--- src/rtl/wb_arbiter.sv ---
// Writeback arbiter: round-robin selection among ALU/LSU/MDU results,
// a registered single-port regfile write, and the pending-write scoreboard.
module wb_arbiter #(
    parameter int XLEN           = 64,
    parameter int REG_ADDR_WIDTH = 5,
    parameter int NUM_REGS       = 32
) (
    input  logic                      clk,
    input  logic                      rst,
    input  logic                      alu_valid,
    output logic                      alu_ready,
    input  logic [REG_ADDR_WIDTH-1:0] alu_rd,
    input  logic [XLEN-1:0]           alu_data,
    input  logic                      lsu_valid,
    output logic                      lsu_ready,
    input  logic [REG_ADDR_WIDTH-1:0] lsu_rd,
    input  logic [XLEN-1:0]           lsu_data,
    input  logic                      mdu_valid,
    output logic                      mdu_ready,
    input  logic [REG_ADDR_WIDTH-1:0] mdu_rd,
    input  logic [XLEN-1:0]           mdu_data,
    input  logic                      sb_set_en,
    input  logic [REG_ADDR_WIDTH-1:0] sb_set_addr,
    input  logic                      flush,
    output logic                      rd_wen,
    output logic [REG_ADDR_WIDTH-1:0] rd_addr,
    output logic [XLEN-1:0]           rd_data,
    output logic [NUM_REGS-1:0]       busy
);

    typedef enum logic [1:0] {
        SRC_ALU = 2'd0,
        SRC_LSU = 2'd1,
        SRC_MDU = 2'd2
    } src_t;

    src_t                      rr_ptr;
    src_t                      rr_ptr_next;
    src_t                      grant_idx;
    logic                      grant_vld;
    logic [REG_ADDR_WIDTH-1:0] sel_rd;
    logic [XLEN-1:0]           sel_data;
    logic                      sel_writes;
    logic [NUM_REGS-1:0]       busy_next;

    // Round-robin search starting at rr_ptr; blocked entirely during reset or flush
    always_comb begin
        grant_vld = 1'b0;
        grant_idx = SRC_ALU;
        case (rr_ptr)
            SRC_LSU: begin
                if (lsu_valid)      begin grant_vld = 1'b1; grant_idx = SRC_LSU; end
                else if (mdu_valid) begin grant_vld = 1'b1; grant_idx = SRC_MDU; end
                else if (alu_valid) begin grant_vld = 1'b1; grant_idx = SRC_ALU; end
            end
            SRC_MDU: begin
                if (mdu_valid)      begin grant_vld = 1'b1; grant_idx = SRC_MDU; end
                else if (alu_valid) begin grant_vld = 1'b1; grant_idx = SRC_ALU; end
                else if (lsu_valid) begin grant_vld = 1'b1; grant_idx = SRC_LSU; end
            end
            default: begin
                if (alu_valid)      begin grant_vld = 1'b1; grant_idx = SRC_ALU; end
                else if (lsu_valid) begin grant_vld = 1'b1; grant_idx = SRC_LSU; end
                else if (mdu_valid) begin grant_vld = 1'b1; grant_idx = SRC_MDU; end
            end
        endcase
        if (rst || flush) begin
            grant_vld = 1'b0;
        end
    end

    // A granted source is always valid, so ready==grant means a transfer this edge
    assign alu_ready = grant_vld && (grant_idx == SRC_ALU);
    assign lsu_ready = grant_vld && (grant_idx == SRC_LSU);
    assign mdu_ready = grant_vld && (grant_idx == SRC_MDU);

    // Select destination and data of the granted source
    always_comb begin
        sel_rd   = alu_rd;
        sel_data = alu_data;
        case (grant_idx)
            SRC_LSU: begin sel_rd = lsu_rd; sel_data = lsu_data; end
            SRC_MDU: begin sel_rd = mdu_rd; sel_data = mdu_data; end
            default: begin sel_rd = alu_rd; sel_data = alu_data; end
        endcase
        sel_writes = grant_vld && (sel_rd != '0);
    end

    // Pointer moves one past the winner on a transfer, otherwise holds
    always_comb begin
        rr_ptr_next = rr_ptr;
        if (grant_vld) begin
            case (grant_idx)
                SRC_ALU: rr_ptr_next = SRC_LSU;
                SRC_LSU: rr_ptr_next = SRC_MDU;
                default: rr_ptr_next = SRC_ALU;
            endcase
        end
    end

    // Scoreboard: commit clears first, then issue sets so a new writer wins
    always_comb begin
        busy_next = busy;
        if (flush) begin
            busy_next = '0;
        end else begin
            if (sel_writes) begin
                busy_next[sel_rd] = 1'b0;
            end
            if (sb_set_en && (sb_set_addr != '0)) begin
                busy_next[sb_set_addr] = 1'b1;
            end
        end
        busy_next[0] = 1'b0;
    end

    // Arbiter pointer, output register and scoreboard state
    always_ff @(posedge clk) begin
        if (rst) begin
            rr_ptr  <= SRC_ALU;
            rd_wen  <= 1'b0;
            rd_addr <= '0;
            rd_data <= '0;
            busy    <= '0;
        end else begin
            rr_ptr <= rr_ptr_next;
            rd_wen <= sel_writes;
            if (grant_vld) begin
                rd_addr <= sel_rd;
                rd_data <= sel_data;
            end
            busy <= busy_next;
        end
    end

endmodule

--- config.mk ---
export PLATFORM = sky130hd
export DESIGN_NAME = wb_arbiter
export DESIGN_NICKNAME = d
export VERILOG_FILES = /design/src/rtl/wb_arbiter.sv
export SDC_FILE = /design/constraint.sdc
export NUM_CORES = 1
export LEC_CHECK = 0
export CORE_AREA = 2 2 124 126
export DETAILED_ROUTE_END_ITERATION = 8
export DIE_AREA = 0 0 126 128
export GPL_ROUTABILITY_DRIVEN = 0
export PLACE_DENSITY = 0.78
export SLEW_MARGIN = 20
export SYNTH_ARGS = -nofsm -noshare
export SYNTH_HDL_FRONTEND = slang
export SYNTH_SLANG_ARGS = --single-unit
export TNS_END_PERCENT = 1
--- constraint.sdc ---
create_clock -name clk -period 8.2 [get_ports clk]
set_input_delay 1.64 -clock clk [delete_from_list [all_inputs] [get_ports clk]]
set_output_delay 1.64 -clock clk [all_outputs]
set_load 0.02 [all_outputs]
## Yosys cells after proc, flatten, opt, wreduce, memory -nomap -nowiden

Index checks and enable logic that the tools add are counted.

- Flip-flop bits (word level): 104
- Bits in latches: 0
- Bits in writable memories: 0
- Bits in read-only memories: 0
- Bits of input ports: 219
- Output and inout port bits: 105
- Logic and storage cells: 57
- Memories kept: 0

- $add $sub $neg: 0
- Multipliers: 0
- Divide/modulo/power cells: 0
- Order comparisons: 4
- Equality and inequality tests: 4
- Shift-type cells: 0
- Mux-type cells: 28
- Bitwise operators: 3
- Reduce and logical (&&, ||, !) cells: 12

Operators by type and width:

| operator | number |
|---|---|
| one-hot mux 64 bit (2 select lines) | 1 |
| 2-to-1 mux 32 bit | 3 |
| AND 32 bit | 1 |
| inverter 32 bit | 1 |
| OR 32 bit | 1 |
| 2-to-1 mux 1 bit | 14 |
| less-than comparator 5 x 6 -> 1 bit, second input constant | 2 |
| demux 1 bit (select 5 bit) | 2 |
| >= comparator 5 x 1 -> 1 bit, second input constant | 2 |
| one-hot mux 5 bit (2 select lines) | 1 |
| nonzero test 5 bit | 2 |
| 2-to-1 mux 2 bit | 4 |
| one-hot mux 2 bit (2 select lines) | 2 |
| logical AND 1 bit | 7 |
| equality test 2 x 1 -> 1 bit, second input constant | 2 |
| equality test 2 bit, second input constant | 2 |
| logical NOT 2 bit | 1 |
| one-hot mux 1 bit (2 select lines) | 1 |
| OR reduction 2 bit | 1 |
| logical OR 1 bit | 1 |

## Depth between registers and ports, before layout

- Depth in word-level cells: 16
- Mapped depth: 13
- Depth with buffers taken out: 11

## Least setup slack after synthesis

Ideal clock, no wire load.

- Path type: input to output
- From: input port alu_valid
- To: output port lsu_ready
- Arrival time: 3.229 ns
- Path slack: 3.331 ns
- Stages on the path: 8
- Path buffers: 3
- Cells stage by stage: nand2b_1 > a21oi_1 > o21ai_0 > ha_1 > buf_2 > buf_2 > clkbuf_1 > and2_1

- Cells in the longest elaborated chain, start to end: 6

RTL lines:

| item | line | RTL |
|---|---|---|
| start: declaration | 10 | `input logic alu_valid,` |
| 2-to-1 mux 1 bit | 54 | `else if (alu_valid) begin grant_vld = 1'b1; grant_idx = SRC_ALU; end` |
| 2-to-1 mux 1 bit | 53 | `else if (mdu_valid) begin grant_vld = 1'b1; grant_idx = SRC_MDU; end` |
| 2-to-1 mux 1 bit | 52 | `if (lsu_valid) begin grant_vld = 1'b1; grant_idx = SRC_LSU; end` |
| one-hot mux 1 bit (2 select lines) | 50 | `case (rr_ptr)` |
| 2-to-1 mux 1 bit | 67 | `if (rst \|\| flush) begin` |
| logical AND 1 bit (*) | 74 | `assign lsu_ready = grant_vld && (grant_idx == SRC_LSU);` |
| end: declaration | 15 | `output logic lsu_ready,` |

Every way passes the cells marked *; elsewhere a longest branch is shown, timed or not.

## Final worst setup path

- From: input port flush
- To: output port lsu_ready

- Cells in the longest elaborated chain, start to end: 3

RTL lines:

| item | line | RTL |
|---|---|---|
| start: declaration | 24 | `input logic flush,` |
| logical OR 1 bit | 67 |  |
| 2-to-1 mux 1 bit | 67 |  |
| logical AND 1 bit | 74 |  |

No other way between the ends.

==> results_dict.tcl <==
set metrics [dict create \
    ir_worst_vdd_v 0.0000966 \
    dr_total_vias 6143 \
    setup_viol 0 \
    yosys-top-cells-area "dfxtp_1, a221o_1, o211ai_1" \
    layout-drive-gt1-share_pct 4.47 \
    power.total_mw 1.42 \
    hp-class "reg2reg" \
    synth-simple-area-share_pct 15.7 \
    p_leak_nw 3.02 \
    row_count 45 \
    setup-tns-final_ns 0 \
    insertion_delay_ns 0.35 \
    syn_area_per_cell_um2 8.34 \
    hold_ws_ns 0.452 \
    num_antenna_cells 0 \
    die_h_um 128 \
    fp.dieArea_mm2 0.0161 \
    synth-edff-count 0 \
    post-route-period-util_pct 73.3 \
    synthAdderAreaFrac_pct 1.65 \
    grt_usage_pct 24.9 \
    drc 0 \
    grt_pass1_vias 5682 \
    start_kind "primary input" \
    fin_skew_ns 0.0110 \
    status "completed" \
    cp.required_ns 6.56 \
    synth_top_area_cell "dfxtp_1" \
    relSlewSlack_pct 37.5 \
    root_buffer "clkbuf_16" \
    rsz0062_at_grt "false" \
    synth.yosys.warnings 0 \
    drt-wirelength-per-cell_um 19.3 \
    async_flop_share_pct 0 \
    post-place-ws_ns 2.18 \
    cp.arrival_ns 4.37 \
    cts_tree "yes" \
    fillers 1395 \
    synth-seq-cells 103 \
    period_needed_ns 6.01 \
    start_util_pct 35.8 \
    hold_buffers 0 \
    hold_path_depth 2 \
    crit_path_end_kind "output pin" \
    antenna_found_initial 0 \
    setup_ws_ns 2.19 \
    io_buffer_count 322 \
    cp_max_fo 46 \
    worst-setup-path-type "in2out" \
    synth_fp_nets 864 \
    mappedNetlistArea_mm2 0.00532 \
    fin_nets 1139 \
    power_density_mw_per_mm2 161 \
    cts_max_level 3 \
    synth_compound_area_share_pct 36.8 \
    via_per_inst 5.55 \
    core_area_mm2 0.0149 \
    drt-total-wl_um 21300 \
    yosysUniqueCellTypes 39 \
    first_iter_violations 395 \
    grt_max_degree 77 \
    ant_nets 0 \
    post-dp-hpwl_um 15400 \
    grt_pass1_wl_um 32100 \
    grt_overflow 0 \
    die_w_um 126 \
    final_util_pct 59.3 \
    numCtsBuffers 9 \
    seq_area_frac_synth_pct 38.7 \
    netlist.area_leader.share_pct 38.7 \
    area_delta_synth_final_pct 65.5 \
    max_freq_mhz 166 \
    worstRegToRegCells 11 \
    drv_cap 0 \
    num_io_pins 324 \
    synth_top_family_by_area "compound AO/OA/AOI/OAI gates" \
    ctsResizeCount 0 \
    cts.sinks 103 \
    cts_max_path_buffers 2 \
    synthXorXnorAreaFrac_pct 0 \
    final-hold-violation-count 0 \
    post_cts_buffers 0 \
    slew_viol_final 0 \
    drt_first_pass_iters 5 \
    syn-instance-count 638 \
    synthMuxAreaShare_pct 0 \
    synth-main-ff-cell "dfxtp_1" \
    path_clk_slew_ns 0.06 \
    tightestPinTransition_ns 0.938 \
]
==> worst max-delay path, stage by stage <==
cell and delay [ns]:
clkdlybuf4s50_1 0.50, nor2_8 0.40, o311a_2 0.89, and2_1 0.27, clkdlybuf4s50_1 0.63
==> final cells by class <==
cell class	instances	area (um2)	share of cell area, %
Timing Repair Buffer	329	3270	37.1
Inverter	5	18.8	0.213
Tap cell	188	235	2.67
Clock buffer	12	256	2.91
Clock inverter	4	77.6	0.881
Sequential cell	103	2060	23.4
Multi-Input combinational cell	465	2890	32.8
==> path summary, 6_finish.rpt <==
path                                                  to  slack, ns                startpoint
worst max register to register        busy[5]$_SDFF_PP0_       4.29    rr_ptr[0]$_SDFFE_PP0P_
worst min register to register  rd_data[60]$_SDFFE_PP0P_       0.45  rd_data[60]$_SDFFE_PP0P_
worst min-delay path            rd_data[60]$_SDFFE_PP0P_       0.45  rd_data[60]$_SDFFE_PP0P_
worst max-delay path                           lsu_ready       2.19                     flush
==> state kept, by name (all words and copies together) (netlist names) <==
register / flops
rd_wen: 1
busy: 31
rd_data: 64
rd_addr: 5
rr_ptr: 2
==> where the power goes <==
| part | switching, mW | total (mW) | internal [mW] | leakage, nW |
|---|---|---|---|---|
| clock network | 0.191 | 0.477 | 0.286 | 0.163 |
| logic | 0.206 | 0.406 | 0.201 | 2.02 |
| registers | 0.0116 | 0.535 | 0.524 | 0.837 |
==> synth_stat cells (all sizes together) (5+ instances only) <==
master  instances
and2            6
nand3b          5
inv             5
a31oi          29
clkbuf         32
nand2          81
nor2           65
o21ai          35
dfxtp         103
a221o          67
ha              7
nand2b          5
o211ai         64
buf            33
a21oi          76
==> routing by layer <==
layer / vias up / global-route usage, % / share of wire, %
met5: - / 0 / 0
met4: 0 / 8.73 / 2.4
met3: 30 / 5.09 / 7.2
met2: 261 / 40.4 / 48
met1: 2898 / 32.9 / 43
li1: 2954 / - / -
==> kinds of logic after synthesis <==
logic type	after synthesis
AOI/OAI and AO/OA	276
buffers and inverters	70
DFF	103
adders and majority gates	7
and+or+nand+nor	181
other	1
==> through the flow <==
step,std cells,area [um2]
finish,1106,8810
global route,1106,8810
CTS,1106,8810
detailed placement,1090,8470
global placement,1090,8470
floorplan,638,5320
==> cell usage in the layout, fill, tap and decap left out, types with 2 or more instances in the layout <==
cell type and instances:
clkdlybuf4s50_1 321, dfxtp_1 103, nand2_1 81, a21oi_1 76, a221o_1 67, o211ai_1 64, nor2_1 62, o21ai_0 31
a31oi_1 29, clkbuf_16 9, buf_4 7, and2_1 6, nand2b_1 5, nand3b_1 5, ha_1 5, inv_1 4
nor3_2 3, or3b_2 3, nor2b_1 2, o21ai_2 2, and3_1 2, nand3_1 2, o21ai_1 2, nor2_4 2
nor4_1 2, ha_2 2, bufinv_16 2, clkbuf_8 2, clkinv_4 2
Note: power is estimated with default switching activity, not from simulation.
